===== src/rtl/traj_fetch_arbiter_if.sv =====
// Bus bundle between the processor/register side, dmem and the point buffer
// for the trajectory fetch arbiter.
interface traj_fetch_arbiter_if;
  logic [31:0] traj_enable;
  logic [31:0] traj_base;
  logic        proc_req;
  logic [11:0] proc_addr;
  logic [31:0] proc_data;
  logic        proc_wren;
  logic [11:0] dmem_addr;
  logic [31:0] dmem_data;
  logic        dmem_wren;
  logic [31:0] dmem_q;
  logic        pt_wr_en;
  logic [7:0]  pt_wr_addr;
  logic [31:0] pt_wr_data;
  logic        busy;
  logic        done;

  modport slave (
    input  traj_enable, traj_base, proc_req, proc_addr, proc_data, proc_wren, dmem_q,
    output dmem_addr, dmem_data, dmem_wren, pt_wr_en, pt_wr_addr, pt_wr_data, busy, done
  );

  modport master (
    output traj_enable, traj_base, proc_req, proc_addr, proc_data, proc_wren, dmem_q,
    input  dmem_addr, dmem_data, dmem_wren, pt_wr_en, pt_wr_addr, pt_wr_data, busy, done
  );
endinterface


===== src/rtl/traj_fetch_arbiter.sv =====
// Shares the dmem port between the processor and a trajectory burst-fetch engine
// that copies TRAJ_LEN words into the display point buffer using idle dmem cycles.
//
// state | meaning
// IDLE  | waiting for a rising edge on traj_enable[0]
// FETCH | issuing reads whenever the processor leaves dmem idle
// DRAIN | all reads issued, waiting for the remaining returns
// DONE  | one-cycle completion pulse; restarts if a start arrived meanwhile
module traj_fetch_arbiter #(
  parameter int TRAJ_LEN = 64,
  parameter int READ_LAT = 1
) (
  input logic              clock,
  input logic              reset,
  traj_fetch_arbiter_if.slave bus
);

  typedef enum logic [1:0] {
    IDLE  = 2'd0,
    FETCH = 2'd1,
    DRAIN = 2'd2,
    DONE  = 2'd3
  } state_t;

  localparam logic [8:0] LEN = 9'(TRAJ_LEN);

  state_t      state;
  logic [8:0]  issue_cnt;
  logic [8:0]  ret_cnt;
  logic [11:0] base;
  logic [11:0] base_next;
  logic        pending;
  logic        en_prev;
  logic        busy_r;
  logic        done_r;

  logic        tag_vld [READ_LAT];
  logic [7:0]  tag_idx [READ_LAT];

  logic        start;
  logic        issue;
  logic        head_vld;
  logic [7:0]  head_idx;
  logic [8:0]  issue_cnt_nxt;
  logic [8:0]  ret_cnt_nxt;
  logic        unused_bits;

  assign unused_bits   = ^{bus.traj_enable[31:1], bus.traj_base[31:12]};

  assign start         = bus.traj_enable[0] & ~en_prev;
  assign issue         = (state == FETCH) && !bus.proc_req && (issue_cnt < LEN);
  assign head_vld      = tag_vld[READ_LAT-1];
  assign head_idx      = tag_idx[READ_LAT-1];
  assign issue_cnt_nxt = issue_cnt + {8'd0, issue};
  assign ret_cnt_nxt   = ret_cnt + {8'd0, head_vld};

  always_ff @(posedge clock or posedge reset) begin
    if (reset) begin
      en_prev <= 1'b0;
    end else begin
      en_prev <= bus.traj_enable[0];
    end
  end

  // Tag pipe tracks which dmem reads belong to the engine so processor reads
  // returning on dmem_q are never captured.
  always_ff @(posedge clock or posedge reset) begin
    if (reset) begin
      for (int i = 0; i < READ_LAT; i++) begin
        tag_vld[i] <= 1'b0;
        tag_idx[i] <= 8'd0;
      end
    end else begin
      tag_vld[0] <= issue;
      tag_idx[0] <= issue_cnt[7:0];
      for (int i = 1; i < READ_LAT; i++) begin
        tag_vld[i] <= tag_vld[i-1];
        tag_idx[i] <= tag_idx[i-1];
      end
    end
  end

  always_ff @(posedge clock or posedge reset) begin
    if (reset) begin
      state     <= IDLE;
      issue_cnt <= 9'd0;
      ret_cnt   <= 9'd0;
      base      <= 12'd0;
      base_next <= 12'd0;
      pending   <= 1'b0;
      busy_r    <= 1'b0;
      done_r    <= 1'b0;
    end else begin
      case (state)
        IDLE: begin
          if (start) begin
            base      <= bus.traj_base[11:0];
            issue_cnt <= 9'd0;
            ret_cnt   <= 9'd0;
            busy_r    <= 1'b1;
            state     <= FETCH;
          end
        end
        FETCH: begin
          issue_cnt <= issue_cnt_nxt;
          ret_cnt   <= ret_cnt_nxt;
          if (start) begin
            pending   <= 1'b1;
            base_next <= bus.traj_base[11:0];
          end
          if (issue_cnt_nxt == LEN) begin
            state <= DRAIN;
          end
        end
        DRAIN: begin
          ret_cnt <= ret_cnt_nxt;
          if (start) begin
            pending   <= 1'b1;
            base_next <= bus.traj_base[11:0];
          end
          if (ret_cnt_nxt == LEN) begin
            done_r <= 1'b1;
            state  <= DONE;
          end
        end
        DONE: begin
          done_r <= 1'b0;
          // A start seen in this very cycle is newer than any latched one.
          if (pending || start) begin
            base      <= start ? bus.traj_base[11:0] : base_next;
            pending   <= 1'b0;
            issue_cnt <= 9'd0;
            ret_cnt   <= 9'd0;
            state     <= FETCH;
          end else begin
            busy_r <= 1'b0;
            state  <= IDLE;
          end
        end
        default: begin
          pending <= 1'b0;
          busy_r  <= 1'b0;
          done_r  <= 1'b0;
          state   <= IDLE;
        end
      endcase
    end
  end

  always_comb begin
    bus.dmem_addr = bus.proc_addr;
    bus.dmem_data = bus.proc_data;
    bus.dmem_wren = 1'b0;
    if (bus.proc_req) begin
      bus.dmem_wren = bus.proc_wren;
    end else if ((state == FETCH) && (issue_cnt < LEN)) begin
      bus.dmem_addr = base + {3'd0, issue_cnt};
    end
  end

  assign bus.pt_wr_en   = head_vld;
  assign bus.pt_wr_addr = head_vld ? head_idx : 8'd0;
  assign bus.pt_wr_data = head_vld ? bus.dmem_q : 32'd0;
  assign bus.busy       = busy_r;
  assign bus.done       = done_r;

endmodule

===== src/flat_wrapper.sv =====
// flat-port wrapper written by rule: the top's interface ports become plain ports
module traj_fetch_arbiter_flat 
#(
  parameter int TRAJ_LEN = 64,
  parameter int READ_LAT = 1
)
  (clock, reset, bus_traj_enable, bus_traj_base, bus_proc_req, bus_proc_addr, bus_proc_data, bus_proc_wren, bus_dmem_q, bus_dmem_addr, bus_dmem_data, bus_dmem_wren, bus_pt_wr_en, bus_pt_wr_addr, bus_pt_wr_data, bus_busy, bus_done);
  traj_fetch_arbiter_if bus_i ();
  input logic clock;
  input logic reset;
  input wire logic [$bits(bus_i.traj_enable)-1:0] bus_traj_enable;
  input wire logic [$bits(bus_i.traj_base)-1:0] bus_traj_base;
  input wire logic [$bits(bus_i.proc_req)-1:0] bus_proc_req;
  input wire logic [$bits(bus_i.proc_addr)-1:0] bus_proc_addr;
  input wire logic [$bits(bus_i.proc_data)-1:0] bus_proc_data;
  input wire logic [$bits(bus_i.proc_wren)-1:0] bus_proc_wren;
  input wire logic [$bits(bus_i.dmem_q)-1:0] bus_dmem_q;
  output wire logic [$bits(bus_i.dmem_addr)-1:0] bus_dmem_addr;
  output wire logic [$bits(bus_i.dmem_data)-1:0] bus_dmem_data;
  output wire logic [$bits(bus_i.dmem_wren)-1:0] bus_dmem_wren;
  output wire logic [$bits(bus_i.pt_wr_en)-1:0] bus_pt_wr_en;
  output wire logic [$bits(bus_i.pt_wr_addr)-1:0] bus_pt_wr_addr;
  output wire logic [$bits(bus_i.pt_wr_data)-1:0] bus_pt_wr_data;
  output wire logic [$bits(bus_i.busy)-1:0] bus_busy;
  output wire logic [$bits(bus_i.done)-1:0] bus_done;
  assign bus_i.traj_enable = bus_traj_enable;
  assign bus_i.traj_base = bus_traj_base;
  assign bus_i.proc_req = bus_proc_req;
  assign bus_i.proc_addr = bus_proc_addr;
  assign bus_i.proc_data = bus_proc_data;
  assign bus_i.proc_wren = bus_proc_wren;
  assign bus_i.dmem_q = bus_dmem_q;
  assign bus_dmem_addr = bus_i.dmem_addr;
  assign bus_dmem_data = bus_i.dmem_data;
  assign bus_dmem_wren = bus_i.dmem_wren;
  assign bus_pt_wr_en = bus_i.pt_wr_en;
  assign bus_pt_wr_addr = bus_i.pt_wr_addr;
  assign bus_pt_wr_data = bus_i.pt_wr_data;
  assign bus_busy = bus_i.busy;
  assign bus_done = bus_i.done;
  traj_fetch_arbiter #(.TRAJ_LEN(TRAJ_LEN), .READ_LAT(READ_LAT)) u_core (.clock(clock), .reset(reset), .bus(bus_i));
endmodule

===== config.mk =====
export PLATFORM = sky130hd
export DESIGN_NAME = traj_fetch_arbiter_flat
export DESIGN_NICKNAME = d
export VERILOG_FILES = /design/src/rtl/traj_fetch_arbiter_if.sv /design/src/rtl/traj_fetch_arbiter.sv /design/src/flat_wrapper.sv
export SDC_FILE = /design/constraint.sdc
export NUM_CORES = 1
export LEC_CHECK = 0
export BUFFER_PORTS_ARGS = -buffer_cell sky130_fd_sc_hd__buf_2
export CORE_ASPECT_RATIO = 1.4
export CORE_UTILIZATION = 48
export DETAILED_ROUTE_END_ITERATION = 8
export GPL_ROUTABILITY_DRIVEN = 0
export PLACE_DENSITY = 0.87
export SLEW_MARGIN = 0
export SYNTH_ARGS = -nofsm -noshare
export SYNTH_HDL_FRONTEND = slang
export SYNTH_SLANG_ARGS = --single-unit

===== constraint.sdc =====
create_clock -name clock -period 8.6 [get_ports clock]
set_input_delay 1.72 -clock clock [delete_from_list [all_inputs] [get_ports clock]]
set_output_delay 1.72 -clock clock [all_outputs]
set_load 0.02 [all_outputs]

==> results of run 1 <==
-- cell type report --
| class | instances | area (µm²) |
|---|---|---|
| clock buffers | 14 | 173 |
| clock inverters | 2 | 35.0 |
| fillers | 680 | 3320 |
| inverters | 13 | 48.8 |
| multi-input cells | 326 | 2130 |
| flip-flops and latches | 57 | 1430 |
| well taps | 100 | 125 |
| repair buffers | 117 | 588 |
-- path summary, 6_finish.rpt --
check,endpoint,slack [ps],depth (start not counted)
min in group asynchronous,u_core.base_next[11],1550,3
max in group asynchronous,u_core.base_next[4],6560,3
max reg2reg,u_core.state[1],4300,12
max,bus_dmem_addr[10],3250,7
min,u_core.head_idx[0],480,0
min reg2reg,u_core.head_idx[0],480,0
-- where the power goes --
| group | internal [µW] | leakage (µW) | switching [µW] | total, µW |
|---|---|---|---|---|
| registers | 345 | 0.000735 | 59.6 | 405 |
| clock network | 157 | 0.000107 | 102 | 259 |
| logic | 222 | 0.00155 | 362 | 584 |
-- per-layer routing --
| metal | track usage (%) | vias up | part of all wire [%] |
|---|---|---|---|
| li1 | - | 1690 | - |
| met1 | 28.4 | 1619 | 37 |
| met2 | 42.3 | 160 | 47 |
| met3 | 9.62 | 35 | 13 |
| met4 | 13.2 | 0 | 2.8 |
| met5 | 0 | - | 0 |
-- state kept, by name, summed over array words and instances, names as in the netlist, 2 cells and up --
name / flops
u_core.state: 2
u_core.ret_cnt: 9
u_core.base: 12
u_core.base_next: 12
u_core.head_idx: 8
u_core.issue_cnt: 9
-- logic make-up (layout without fill, tap and decap cells) --
family | Yosys count | in the layout | synth area share [%]
xor+xnor | 7 | 7 | 1.56
fa+ha+maj | 20 | 20 | 6.56
compound gates | 98 | 98 | 16.4
buf+inv | 67 | 146 | 9.49
simple gates | 174 | 174 | 22.4
mux | 27 | 27 | 7.29
flops | 57 | 57 | 36.3
-- synth_stat cells, drive strengths merged (5+ instances only) --
cell type	instances	area share (%)
dfrtp	57	36
nand4	5	0.80
nor3	11	1.4
nand3	7	0.89
clkbuf	20	1.9
o31ai	9	1.7
o21a	6	1.1
a21o	7	1.3
nor2	19	1.8
buf	34	6.3
o21ai	39	5.0
xor2	6	1.3
a22o	5	1.1
nor2b	5	0.80
a21oi	14	1.9
mux2i	14	3.6
inv	13	1.2
nand2	64	6.1
and2	43	6.8
mux2	13	3.7
ha	19	6.0
-- cell usage in the layout, fill, tap and decap left out, types with 3 or more instances in the layout --
| cell | count |
|---|---|
| buf_2 | 116 |
| and2_1 | 43 |
| dfrtp_1 | 57 |
| o21ai_0 | 39 |
| nor2b_1 | 5 |
| nor2_1 | 19 |
| nand4_1 | 5 |
| inv_1 | 12 |
| ha_1 | 19 |
| o21a_1 | 6 |
| o31ai_1 | 9 |
| nand2_1 | 64 |
| nand3_1 | 7 |
| o2111ai_1 | 3 |
| mux2_2 | 12 |
| nor3_1 | 11 |
| mux2i_1 | 14 |
| xor2_1 | 6 |
| a22o_1 | 5 |
| clkbuf_8 | 12 |
| a21oi_1 | 13 |
| a21o_1 | 7 |
| or2_2 | 4 |
-- per-stage QoR --
stage          cells  setup slack, ps  instance area [µm²]  util (%)
6_report         629             3250                 4530      57.7
5_1_grt          629             2970                 4530      57.7
4_1_cts          629             3230                 4530      57.7
3_5_place_dp     613             3250                 4320      55.1
3_3_place_gp     613             3240                 4320      55.1
2_1_floorplan    450             4080                 3930         -
==> metrics.txt, run 1 <==
status complete, no violations; ys flop type dfrtp_1; number of synthesized flops with an enable pin 0; die width 78.5 µm; Mapped Cells 450; core area 0.00785 mm²; I/O Buffers 116; CP Class input port to primary output; DP Wirelength 8200 µm; CTS clk-pin slew, worst paths 60 ps; Synth cell types 52; H-Tree Level Count 3; worst r2r src u_core.state[1]; # clock sinks 57; Critical Path AT 3630 ps; fmax 0.187 GHz; Final Cycle Share 62.2%; pin count of the biggest net entering global routing 58; Leak 0.00239 µW; WHS 476 ps; worst vdd ir 201 µV; HP Class register to register; Synth async-reset ratio 100%; CP Max Fanout 25; antenna violations before repair 0; sequential area share after synthesis 36.3%; clock period minus final worst setup slack 5350 ps; DR vias 3504; Top delay family on crit path buffers and inverters; Clock Tree Buf Depth 2; first-pass GRT wire length 16100 µm; drc violations 0; power per cell area 276 mW/mm²; Final Power 1250 µW; syn_nets 614; CTS root buf clkbuf_8; final hold violations 0; GRT Util Overall 25.5%; 1st-iter DRT viols 321; DRT Pass-1 Iters 4; MaxCap Viol Count 0; worst slew pin tran 868 ps; worst-skew pair later-pin latency 340 ps; Final ANT Viol Nets 0; P&R area growth vs syn 15.2%; Ports 232; Critical Path Max Stage Delay 610 ps; grt ovf 0; routed len/inst 16.4 µm; post_cts resized 0; final setup fails 0; Setup Buffers After CTS 0; Initial Util 50.1%; flops & latches, synth 57; fraction of layout instances using a drive strength above 1 28.9%; slew margin rel. 42.0%; CTS buffer count 9; Slew Viols, Final 0; RSZ-0062 raised after global routing no; post-synthesis cell area 0.00393 mm²; hold buffer count at CTS 0; worst setup path start bus_proc_req; via/cell ratio 5.57; CP bufs+invs 3; Post-Route WL 10300 µm; CP cell instances buf_2 > nor2_1 > nand3_1 > inv_1 > o21ai_0 > o31ai_1 > buf_2; Setup crit start kind input port; Worst Path Required 6880 ps; CTS tree yes; Rows 38; Critical-path top delay cell nand3_1; Hold Path Origin u_core.issue_cnt[0]; TNS Setup 0 ps; clk_skew 9.13 ps; Antenna diodes 0; synth warn 0; DIE HEIGHT 109 µm; final net count 688; vias in the first global route 3282; Synth Area per Inst 8.73 µm²; Setup crit end kind primary output; cell mode on critical path buf_2; Die Area 0.00856 mm²
Power figures use the tool's default switching activity.
==> run 2: changes to the inputs <==
CORE_UTILIZATION = 44   (was 48)
PLACE_DENSITY = 0.81   (was 0.87)
clock period = 5.45 ns   (was 8.6 ns; I/O delays follow)
==> run 2 against run 1 <==
Via count rose by 0.26%. Critical path depth increased by 3. Sequential share of layout area down 0.56 points. Combinational power is 58% higher. Critical path type is now register to primary output. Largest power group unchanged.
==> metrics.txt, run 2 (same netlist as run 1, synthesis figures left out) <==
H-Tree Level Count 3 (unchanged); vias in the first global route 3283 (+0.030%); GRT Util Overall 22.3% (-3.2 points); Setup crit start kind register; Clock Tree Buf Depth 2 (unchanged); drc violations 0 (unchanged); Fillers 785 (+15%); CP bufs+invs 2 (-1); clock period minus final worst setup slack 3930 ps; power per cell area 450 mW/mm² (+63%); pre-CTS setup slack 1350 ps (-1900 ps); P&R area growth vs syn 17.3%; Slew Viols, Final 0 (unchanged); WHS 474 ps (-1.52 ps); Critical Path Max Stage Delay 410 ps (-200 ps); CP Max Fanout 5 (-80%); CP Class register to primary output; first-pass GRT wire length 15400 µm (-4.6%); 1st-iter DRT viols 230 (-28%); DRT Pass-1 Iters 5 (+1); multi-input combinational cell area 0.00213 mm² (unchanged); worst-skew pair later-pin latency 330 ps (about the same); pin count of the biggest net entering global routing 58 (unchanged); Rows 40 (+5.3%); placed cells 619 (+0.98%); worst slew pin tran 847 ps (-20.5 ps); biggest regs u_core.base: 12 flops, u_core.base_next: 12 flops; most frequent cells in the layout buf_2, nand2_1, dfrtp_1, and2_1, o21ai_0; post_cts resized 0 (unchanged); core area 0.00861 mm² (+9.7%); RSZ-0062 raised after global routing no; fraction of layout instances using a drive strength above 1 29.1% (+0.13 points); worst vdd ir 370 µV (+84%); CTS root buf clkbuf_16; CP cell instances ha_1 > inv_1 > fa_1 > nor2b_1 > o21ai_0 > a21oi_1 > o2111ai_1 > mux2i_1 > o31ai_1 > buf_2; HP Class register to register; CTS tree yes; slew margin rel. 43.5% (+1.5 points); final setup fails 0 (unchanged); via/cell ratio 5.53 (-0.69%); DIE HEIGHT 114 µm (+4.4%); antenna violations before repair 0 (unchanged); final hold violations 0 (unchanged); status complete, no violations; TNS Setup 0 ps (unchanged); Setup Buffers After CTS 0 (unchanged); routed len/inst 16.1 µm (-1.8%); fmax 0.254 GHz; commonest non-fill, non-tap cell in the layout buf_2; Post-Route WL 10200 µm (-0.88%); DR vias 3513 (+0.26%); Ports 232 (unchanged); Antenna diodes 0 (unchanged); MaxCap Viol Count 0 (unchanged); CTS buffer count 9 (unchanged); DP Wirelength 7910 µm (-3.5%); # clock sinks 57 (unchanged); Die Area 0.00932 mm² (+8.9%); FF/Latch Area 0.00143 mm² (unchanged); crit path setup slack, layout 1520 ps (-1730 ps); die width 81.9 µm (+4.3%); CTS clk-pin slew, worst paths 40 ps (-20 ps); Initial Util 45.7% (-4.4 points); Final Cycle Share 72.1%; grt ovf 0 (unchanged); clk_skew 5.26 ps (-3.87 ps); Critical-path top delay cell dfrtp_1; Worst Path Required 4360 ps (-2520 ps); Final ANT Viol Nets 0 (unchanged); Critical Path AT 2840 ps (-790 ps); Top delay family on crit path compound AO/OA/AOI/OAI gates; Setup crit end kind primary output; final net count 689 (+0.15%); hold buffer count at CTS 0 (unchanged); Leak 0.00243 µW (+1.5%); I/O Buffers 116 (unchanged); post-route insts no fill 635 (+0.95%)
[run 2: stage by stage]
stage	total power [µW]	utilization, %	cell area [µm²]
floorplan	1350	-	3930
global placement	1520	50.3	4330
detailed placement	1560	50.3	4330
CTS	2080	53.5	4610
global route	2210	53.5	4610
finish	2070	53.5	4610
[run 2: layer usage]
layer | up-vias | GRT usage (%) | part of all wire [%]
li1 | 1688 | - | -
met5 | - | 0 | 0
met4 | 0 | 11.1 | 3.6
met3 | 46 | 5.68 | 9.2
met2 | 167 | 37.7 | 49
met1 | 1612 | 25.5 | 38
[run 2: area by class of cell]
type                    instances  share of cell area, %
multi-input cells             326                   46.2
flip-flops and latches         57                   31.0
repair buffers                118                   12.9
clock buffers                  13                   5.65
well taps                     105                   2.85
inverters                      13                   1.06
clock inverters                 3                  0.326
[run 2: power breakdown]
group,total [µW],internal [µW],switching [µW]
logic,920,353,567
registers,642,546,96.1
clock network,511,329,182
total,2070,1230,845
[run 2: worst paths after layout]
check	start	end	slack, ps	depth (start not counted)
worst max-delay path	u_core.issue_cnt[0]	bus_dmem_addr[10]	1520	10
min in group asynchronous	reset	u_core.base_next[9]	950	3
worst max register to register	u_core.state[1]	u_core.state[1]	1650	13
worst min register to register	u_core.issue_cnt[0]	u_core.head_idx[0]	470	0
worst min-delay path	u_core.issue_cnt[0]	u_core.head_idx[0]	470	0
max in group asynchronous	reset	u_core.head_idx[2]	4020	3
==> run 3: changes to the inputs <==
CORE_UTILIZATION = 40   (was 44)
PLACE_DENSITY = 0.77   (was 0.81)
clock period = 3.35 ns   (was 5.45 ns; I/O delays follow)
==> run 3 against run 2 <==
Via count rose by 3.6%. Clock power rose by 58%. Non-clock buffer count rose by 10. Combinational power rose by 71%. Worst hold slack improved by 21 ps. Flip-flop and latch count did not move. Count of clock-buffer cells in the layout rose by 2. Register-to-register slack got worse by 1500 ps. Die area rose by 9.8%. Cell area rose by 2.5%. First-iteration DRC count fell by 5.7%. Final cell count rose by 5.7%. Largest power group unchanged.
==> metrics.txt, run 3 (same netlist as run 1, synthesis figures left out) <==
status complete, no violations; Hold Path Origin u_core.base[3]; net switching power 1400 µW (+65%); biggest regs u_core.base: 12 flops, u_core.base_next: 12 flops; drc violations 0 (unchanged); post-route cell area 0.00472 mm² (+2.5%); crit path setup slack, layout 147 ps (-1370 ps); metal1 wirelength 4240 µm (+9.9%); DR WL met3 982 µm (+5.1%); via/cell ratio 5.43 (-1.9%); worst-skew pair later-pin latency 330 ps (about the same); CP Class register to primary output; Antenna diodes 0 (unchanged); sequential share of power 30.0% (-1.0 points); r2r worst-path depth 12 (-1); uppermost layer routed met4; Setup Buffers After CTS 0 (unchanged); core area 0.00951 mm² (+10%); slew margin rel. 51.6% (+8.1 points); worst setup path start u_core.issue_cnt[0]; Setup crit end kind primary output; clk_skew 5.91 ps (+0.651 ps); CTS clk-pin slew, worst paths 40 ps (about the same); CTS root buf clkbuf_16; placed cell area 0.00444 mm² (+2.5%); Combinational Power Share 46.3% (+1.9 points); pre-CTS setup slack 119 ps (-1230 ps); clock period minus final worst setup slack 3200 ps; Slew Viols, Final 0 (unchanged); Critical-path top delay cell fa_1; WHS Path Cells 2 (+2); Die Area 0.0102 mm² (+9.8%); worst r2r src u_core.state[1]; worst slew pin tran 726 ps (-121 ps); Critical Path Max Stage Delay 410 ps (about the same); r2r setup slk 200 ps (-1450 ps); grt ovf 0 (unchanged); Clock Tree Buf Depth 2 (unchanged); pin count of the biggest net entering global routing 58 (unchanged); fmax 0.312 GHz; die width 85.8 µm (+4.8%); Net Sw Frac 41.0% (+0.27 points); antenna violations before repair 0 (unchanged); CTS buffer count 9 (unchanged); Final Power 3400 µW (+64%); Leak 0.00246 µW (+1.5%); WHS Endpoint u_core.base[3]; Final ANT Viol Nets 0 (unchanged); most frequent cells in the layout buf_2, nand2_1, dfrtp_1, and2_1, o21ai_0; CP bufs+invs 2 (unchanged); 1st-iter DRT viols 217 (-5.7%); Worst Path Required 2680 ps (-1680 ps); Post-Route WL 10800 µm (+5.4%); wire length on met2 5200 µm (+3.1%); first-pass GRT wire length 16500 µm (+7.2%); MaxCap Viol Count 0 (unchanged); Ports 232 (unchanged); TNS Setup 0 ps (unchanged); final setup fails 0 (unchanged); P&R area growth vs syn 20.2%; Initial Util 41.3% (-4.3 points); worst vdd ir 422 µV (+14%); WHS 496 ps (+21.4 ps); I/O Buffers 116 (unchanged); DR vias 3641 (+3.6%); DRT Pass-1 Iters 5 (unchanged); Top delay family on crit path compound AO/OA/AOI/OAI gates; vias in the first global route 3480 (+6.0%); routed len/inst 16.0 µm (-0.21%); GRT Util Overall 21.3% (-1.0 points); Final Cycle Share 95.6%; DIE HEIGHT 119 µm (+4.8%); Rows 42 (+5.0%); H-Tree Level Count 3 (unchanged); DP Wirelength 8060 µm (+1.9%); final hold violations 0 (unchanged); fraction of layout instances using a drive strength above 1 30.2% (+1.2 points); commonest non-fill, non-tap cell in the layout buf_2; Int Power 2010 µW (+63%); Critical Path AT 2530 ps (-310 ps); Crit Reg-Reg Endpoint u_core.state[1]; hold buffer count at CTS 0 (unchanged); # clock sinks 57 (unchanged); Clk network pwr share 23.7% (-1.0 points); CP cell instances ha_4 > inv_1 > fa_1 > nor2b_1 > o21ai_1 > a21oi_2 > o2111ai_2 > mux2i_1 > o31ai_1 > buf_2; power per cell area 720 mW/mm² (+60%); CTS tree yes; HP Class register to register; Setup crit start kind register; final net count 699 (+1.5%); CP Max Fanout 3 (-2)
==> run 3: worst max path at each step <==
stage                         to  slack, ps  depth (start not counted)
2_1_floorplan    u_core.state[1]        210                         11
3_3_place_gp     u_core.state[1]        200                         12
3_5_place_dp     u_core.state[1]        120                         12
4_1_cts        bus_dmem_addr[10]         80                         10
5_1_grt        bus_dmem_addr[10]        -30                         10
6_report       bus_dmem_addr[10]        150                         10
==> run 3: area by class of cell <==
| class | instances | area [µm²] |
|---|---|---|
| Sequential cell | 57 | 1430 |
| Multi-Input combinational cell | 326 | 2150 |
| Tap cell | 132 | 165 |
| Timing Repair Buffer | 128 | 671 |
| Clock buffer | 15 | 258 |
| Fill cell | 882 | 4790 |
| Inverter | 13 | 48.8 |
==> run 3: what timing repair did <==
action,4_1_cts,5_1_grt
endpoints found under the hold margin,0,0
gates resized for setup,0,5
endpoints found under the setup margin,0,2
==> run 3: stage by stage <==
step / util, % / std cells
finish: 49.6 / 671
global route: 49.6 / 671
CTS: 49.4 / 671
detailed placement: 46.7 / 656
global placement: 46.7 / 656
floorplan: - / 450
==> run 3: metal layers <==
layer | track usage [%] | vias to the layer above
met5 | 0 | -
met4 | 11.7 | 0
met3 | 5.61 | 39
met2 | 34.9 | 176
met1 | 25.0 | 1716
li1 | - | 1710
==> run 3: power groups by stage <==
stage / sequential (µW) / combinational (µW) / clock (µW)
after floorplan: 1000 / 1200 / 0
after global placement: 1010 / 1500 / 0
after detailed placement: 1020 / 1550 / 0
after CTS: 1010 / 1570 / 821
after global routing: 1040 / 1740 / 847
final: 1020 / 1570 / 807
==> run 3: tightest hold or removal path: stages, from the launching register on <==
cell     delay [ps]
dfrtp_1         340
nand2_1          50
o21ai_0          60
